==> config.mk <==
export PLATFORM = sky130hd
export DESIGN_NAME = vid_timing_delay_pipe
export DESIGN_NICKNAME = d
export VERILOG_FILES = /design/src/rtl/vid_pipe_pkg.sv /design/src/rtl/vid_timing_delay_pipe_tap.sv /design/src/rtl/vid_timing_delay_pipe.sv
export SDC_FILE = /design/constraint.sdc
export NUM_CORES = 2
export LEC_CHECK = 0
export ABC_AREA = 1
export BUFFER_PORTS_ARGS = -buffer_cell sky130_fd_sc_hd__buf_4
export CAP_MARGIN = 15
export CELL_PAD_IN_SITES_DETAIL_PLACEMENT = 1
export CELL_PAD_IN_SITES_GLOBAL_PLACEMENT = 2
export CORE_MARGIN = 10
export CORE_UTILIZATION = 39
export DETAILED_ROUTE_END_ITERATION = 8
export GPL_ROUTABILITY_DRIVEN = 0
export PLACE_DENSITY = 0.84
export SLEW_MARGIN = 40
export SYNTH_ARGS = -nofsm -noshare
export SYNTH_HDL_FRONTEND = slang
export SYNTH_SLANG_ARGS = --single-unit
==> constraint.sdc <==
create_clock -name clk -period 85.4 [get_ports clk]
set_input_delay 17.08 -clock clk [delete_from_list [all_inputs] [get_ports clk]]
set_output_delay 17.08 -clock clk [all_outputs]
set_load 0.02 [all_outputs]
==> src/rtl/vid_pipe_pkg.sv <==
// Shared types and helpers for the video timing delay pipe.
//   state_t      : resync state machine encoding (RUN / PENDING / BLANK)
//   rgb24_t      : packed 24-bit RGB pixel
//   clamp_delay(): maps a raw delay request onto the legal range 1..max_delay
package vid_pipe_pkg;

    typedef enum logic [1:0] {
        RUN     = 2'd0,
        PENDING = 2'd1,
        BLANK   = 2'd2
    } state_t;

    typedef logic [23:0] rgb24_t;

    // A request of 0 means "shortest", anything beyond the pipe depth
    // saturates at the deepest tap.
    function automatic int unsigned clamp_delay(input int unsigned sel,
                                                input int unsigned max_delay);
        if (sel == 0)
            return 1;
        else if (sel > max_delay)
            return max_delay;
        else
            return sel;
    endfunction

endpackage

==> src/rtl/vid_timing_delay_pipe_tap.sv <==
// Generic WIDTH x DEPTH tick-enabled shift register with a variable tap.
// Stage 1 is the live input; stage n holds the input from n-1 ticks ago.
// On each tick dout loads the selected stage, so a tap of D gives an
// output that is D ticks behind the input (tap 1 = one plain register).
// Ports:
//   clk, reset : clock and asynchronous active-high reset
//   tick       : shift/load enable
//   din        : data entering the pipe
//   tap        : selected stage, 1..DEPTH (caller guarantees the range)
//   peek       : low PEEK_W bits of the selected stage, combinational, so
//                side logic can act on the value dout is about to load
//   dout       : registered tap output
module vid_tap_delay #(
    parameter int WIDTH  = 8,
    parameter int DEPTH  = 16,
    parameter int PEEK_W = 1,
    parameter int DW     = $clog2(DEPTH + 1)
) (
    input  logic              clk,
    input  logic              reset,
    input  logic              tick,
    input  logic [WIDTH-1:0]  din,
    input  logic [DW-1:0]     tap,
    output logic [PEEK_W-1:0] peek,
    output logic [WIDTH-1:0]  dout
);

    logic [WIDTH-1:0] stage_reg [2:DEPTH];
    logic [WIDTH-1:0] sel_data;

    always_ff @(posedge clk or posedge reset) begin
        if (reset) begin
            for (int i = 2; i <= DEPTH; i++)
                stage_reg[i] <= '0;
        end else if (tick) begin
            stage_reg[2] <= din;
            for (int i = 3; i <= DEPTH; i++)
                stage_reg[i] <= stage_reg[i-1];
        end
    end

    always_comb begin
        sel_data = din;
        for (int i = 2; i <= DEPTH; i++)
            if (tap == DW'(i))
                sel_data = stage_reg[i];
    end

    always_ff @(posedge clk or posedge reset) begin
        if (reset)
            dout <= '0;
        else if (tick)
            dout <= sel_data;
    end

    assign peek = sel_data[PEEK_W-1:0];

endmodule

==> src/rtl/vid_timing_delay_pipe.sv <==
// Runtime-programmable delay for hde/vde/hs/vs and the H&V trigger bus,
// with a trigger-cursor overlay and an output frame counter.
// A new delay is only adopted on a vs_in rising edge; DE is then blanked
// for MAX_DELAY ticks while the freshly selected tap settles.
// Ports:
//   clk, reset          : pixel clock, asynchronous active-high reset
//   pc_ena              : sub-pixel phase, a tick is pc_ena == PC_ENA_PHASE
//   delay_sel           : requested delay (0 -> 1, >MAX_DELAY -> MAX_DELAY)
//   hde/vde/hs/vs_in    : raw timing
//   trig_in             : H&V triggers
//   rgb_in              : pixel aligned to the output timing
//   cursor_ena/mask/rgb : overlay enable, trigger mask, colour (ORed on)
//   hde/vde/hs/vs_out   : delayed timing
//   trig_out            : delayed triggers
//   rgb_out             : pixel with overlay
//   frame_cnt           : count of vs_out rising edges (wraps)
//   resync_busy         : high while a delay change is pending or blanking
module vid_timing_delay_pipe
    import vid_pipe_pkg::*;
#(
    parameter int MAX_DELAY    = 16,
    parameter int DEF_DELAY    = 11,
    parameter int TRIG_W       = 48,
    parameter int PC_ENA_PHASE = 0,
    parameter int DW           = $clog2(MAX_DELAY + 1)
) (
    input  logic              clk,
    input  logic              reset,
    input  logic [3:0]        pc_ena,
    input  logic [DW-1:0]     delay_sel,
    input  logic              hde_in,
    input  logic              vde_in,
    input  logic              hs_in,
    input  logic              vs_in,
    input  logic [TRIG_W-1:0] trig_in,
    input  logic [23:0]       rgb_in,
    input  logic              cursor_ena,
    input  logic [TRIG_W-1:0] cursor_mask,
    input  logic [23:0]       cursor_rgb,
    output logic              hde_out,
    output logic              vde_out,
    output logic              hs_out,
    output logic              vs_out,
    output logic [TRIG_W-1:0] trig_out,
    output logic [23:0]       rgb_out,
    output logic [15:0]       frame_cnt,
    output logic              resync_busy
);

    localparam int PW = 4 + TRIG_W;

    logic           tick;
    logic [DW-1:0]  req_delay;
    state_t         state_reg, state_next;
    logic [DW-1:0]  active_delay_reg, active_delay_next;
    logic [DW-1:0]  pending_delay_reg, pending_delay_next;
    logic [DW-1:0]  blank_cnt_reg, blank_cnt_next;
    logic           vs_prev_reg;
    logic           vs_rise;
    logic           blank_force;
    logic           blank_reg;
    logic           hit;
    logic [PW-1:0]  pipe_in, pipe_out;
    logic [TRIG_W:0] peek;      // {vs, trig} of the stage about to be loaded
    rgb24_t         rgb_reg;
    logic [15:0]    frame_cnt_reg;

    assign tick      = (pc_ena == 4'(PC_ENA_PHASE));
    assign req_delay = DW'(clamp_delay(32'(delay_sel), MAX_DELAY));
    assign vs_rise   = vs_in & ~vs_prev_reg;

    always_comb begin
        state_next         = state_reg;
        active_delay_next  = active_delay_reg;
        pending_delay_next = pending_delay_reg;
        blank_cnt_next     = blank_cnt_reg;
        case (state_reg)
            RUN: begin
                if (req_delay != active_delay_reg) begin
                    pending_delay_next = req_delay;
                    state_next         = PENDING;
                end
            end
            PENDING: begin
                pending_delay_next = req_delay;
                if (req_delay == active_delay_reg) begin
                    state_next = RUN;
                end else if (vs_rise) begin
                    active_delay_next = pending_delay_reg;
                    blank_cnt_next    = DW'(MAX_DELAY);
                    state_next        = BLANK;
                end
            end
            BLANK: begin
                blank_cnt_next = blank_cnt_reg - 1'b1;
                if (blank_cnt_next == '0)
                    state_next = RUN;
            end
            default: state_next = RUN;
        endcase
    end

    // The output being loaded on this tick is blanked whenever the machine
    // will be in BLANK afterwards; this covers the switch-over tick itself
    // and gives exactly MAX_DELAY blanked outputs.
    assign blank_force = (state_next == BLANK);
    assign hit = cursor_ena & ~blank_force & (|(peek[TRIG_W-1:0] & cursor_mask));

    always_ff @(posedge clk or posedge reset) begin
        if (reset) begin
            state_reg         <= RUN;
            active_delay_reg  <= DW'(DEF_DELAY);
            pending_delay_reg <= DW'(DEF_DELAY);
            blank_cnt_reg     <= '0;
            vs_prev_reg       <= 1'b0;
            blank_reg         <= 1'b0;
            rgb_reg           <= '0;
            frame_cnt_reg     <= '0;
        end else if (tick) begin
            state_reg         <= state_next;
            active_delay_reg  <= active_delay_next;
            pending_delay_reg <= pending_delay_next;
            blank_cnt_reg     <= blank_cnt_next;
            vs_prev_reg       <= vs_in;
            blank_reg         <= blank_force;
            rgb_reg           <= rgb_in | (hit ? cursor_rgb : 24'h000000);
            if (peek[TRIG_W] && !pipe_out[TRIG_W])
                frame_cnt_reg <= frame_cnt_reg + 16'd1;
        end
    end

    assign pipe_in = {hde_in, vde_in, hs_in, vs_in, trig_in};

    // Tap follows the next active delay so a switch uses the new tap on
    // the very tick it is adopted.
    vid_tap_delay #(
        .WIDTH  (PW),
        .DEPTH  (MAX_DELAY),
        .PEEK_W (TRIG_W + 1),
        .DW     (DW)
    ) u_tap (
        .clk   (clk),
        .reset (reset),
        .tick  (tick),
        .din   (pipe_in),
        .tap   (active_delay_next),
        .peek  (peek),
        .dout  (pipe_out)
    );

    assign hde_out     = pipe_out[TRIG_W+3] & ~blank_reg;
    assign vde_out     = pipe_out[TRIG_W+2] & ~blank_reg;
    assign hs_out      = pipe_out[TRIG_W+1];
    assign vs_out      = pipe_out[TRIG_W];
    assign trig_out    = pipe_out[TRIG_W-1:0];
    assign rgb_out     = rgb_reg;
    assign frame_cnt   = frame_cnt_reg;
    assign resync_busy = (state_reg != RUN);

endmodule
==> metrics.txt <==
Slew Limit Fails 0; min Tclk post-route 22150 ps; internal power 0.000965 W; top cell type's share of synthesized area 50.5%; Fill cells 13900; Setup TNS 0 ps; PwrDens 32.4 nW/um2; most frequent CP cell nand2_1; slowest CP cell buf_4; pin slew with the least headroom to its limit 870 ps; reg2reg start active_delay_reg[1]; DRT Pass-1 Iters 5; vias per std cell 5.05; layout cells sized above 1 10.4%; CP startpoint delay_sel[2]; post-CTS sizing 0; outcome completed; largest cells by area after synthesis dfrtp_1, nand2_1, o21ai_0; Post-synth ARST share 100%; most frequent cell after synthesis nand2_1; num ports 253; Post-synth top flop dfrtp_1; Worst setup SP type input pin; die height 355 um; Site Rows 122; I/O Buffers 252; GRT Overall Usage 23.0%; die width 355 um; Routed Antenna Nets 0; clock sink count 890; Final Hold Viols 0; Switch Pwr 0.000651 W; Net Count, Synth 6021; Setup Buffers After CTS 0; clock power share 28.1%; hold path start u_tap.stage_reg[756]; fmax 45.1 MHz; Via Count 37600; Final #Nets 6040; maximum clock insertion buffer count 3; CP Max Fanout 43; # setup viols final 0; Area Overhead vs Synth 14.0%; R2R cell count 38; antenna violations before repair 0; DR iter-0 viols 2823; global-route wire length before repair 233000 um; final wirelength 146000 um; global route overflow 0; worst path required time 85960 ps; headroom to the max-slew limit 42.0%; Core Util, Final 44.9%; Reg2Reg Setup Slack 79190 ps; CP peak stage delay 560 ps; total power draw 0.00162 W; peak supply drop 0.0161 mV; root buffer cell clkbuf_16; Seq pwr share 36.7%; H-tree lvl count 3; Gate Count Post-Synth 5858; synthesis-stage register bit count 890; WL/cell 19.6 um; CTS buffer count 103; Hold Crit Class reg2reg; Starting Density 39.4%; FF-to-FF End rgb_out[22]; Final period util 25.9%; Antenna Cells 0; critical path type in2reg; Post-Place Cells 7256; area leader, netlist dfrtp_1; Final Hold Slack 473 ps; worst path arrival time 22710 ps; EDFF count, synth 0; Worst Clk Skew 30.1 ps; Syn. warnings 0; cts hold-fix bufs 0; synth cell count leaders nand2_1, dfrtp_1, o21ai_0; sequential area share after synthesis 50.9%; CTS tree built; vias in the first global route 38500; Hold Path End u_tap.stage_reg[704]; Leak Pwr 24.8 nW; crit end category register; RSZ-0062 raised after global routing false; clock latency at the later pin of the worst-skew pair 710 ps; max FFs per register 780; Die Footprint 126000 um2; hold path depth 2; core area 111000 um2; largest net degree at the start of global routing 219; switch share 40.3%; Comb power frac 35.2%; post-DP HPWL 94300 um; fin cells 7449; Max Cap Violations 0; Avg Cell Area, Syn 7.48 um2; Worst-path clk slew 60 ps; DRC 0; synth unique cells 40; mapped cell area 43800 um2
## per-layer routing
metal  vias up  global-route usage, %  wire (um)
met5         -                      0          0
met4         0                   4.60       2220
met3       124                   2.50       5400
met2       607                   36.5      66200
met1     18600                   33.8      72400
li1      18300                      -          -
## through the flow
stage	instance area, um2	worst slack [ps]
detailed placement	46400	62170
finish	49900	63250
global route	49900	62720
CTS	49800	62870
floorplan	43800	43310
global placement	46200	62190
## power groups by stage
stage | clock network (W) | registers, W | logic (W)
2_1_floorplan | 0 | 0.000585 | 0.000374
3_3_place_gp | 0 | 0.000595 | 0.000558
3_5_place_dp | 0 | 0.000599 | 0.000569
4_1_cts | 0.000465 | 0.000592 | 0.000573
5_1_grt | 0.000483 | 0.000607 | 0.000647
6_report | 0.000454 | 0.000593 | 0.000569
## critical path, delay by kind of cell
family                 cells  cell delay (ps)
buffers and inverters      2              680
AOI/OAI and AO/OA          2              250
and+or+nand+nor           34             4660
## placed cells by master (no fill, tap or decap), types with 4 or more instances in the layout
cell type,n
nand4_1,25
nor2_1,98
nand2_1,2199
dfrtp_1,884
nor2_4,13
dfstp_2,6
bufinv_16,5
a31oi_1,7
or2_0,4
xor2_1,13
o211ai_1,35
o21ai_0,798
inv_2,23
a21oi_1,195
clkbuf_1,23
nand3_2,22
inv_1,648
nor2_2,6
clkinv_2,18
buf_6,15
clkbuf_8,33
nor4_1,4
or2_2,42
o21ai_1,50
clkbuf_16,104
nand3_1,335
nor3_1,5
nand2_2,12
buf_12,5
buf_16,5
buf_4,292
## cell type report
cell class	instances	area (um2)	share of cell area, %
Clock buffer	159	3130	6.27
Clock inverter	30	330	0.661
Inverter	677	2570	5.15
Multi-Input combinational cell	3887	17200	34.4
Sequential cell	890	22300	44.6
Tap cell	1488	1860	3.73
Timing Repair Buffer	318	2610	5.23
## how the worst max path moves through the flow
stage	end
floorplan	active_delay_reg[2]
global placement	rgb_out[20]
detailed placement	rgb_out[20]
CTS	rgb_out[22]
global route	rgb_out[20]
finish	rgb_out[22]
## kinds of logic (layout without fill, tap and decap cells)
| family | count (synthesis) | after routing | synth area share (%) |
|---|---|---|---|
| simple gates | 2774 | 2774 | 25.8 |
| flops | 890 | 890 | 50.9 |
| compound gates | 1094 | 1094 | 12.8 |
| fa+ha+maj | 3 | 3 | 0.0857 |
| buf+inv | 1081 | 1184 | 10.1 |
| xor+xnor | 16 | 16 | 0.320 |
Note: power is estimated with default switching activity, not from simulation.
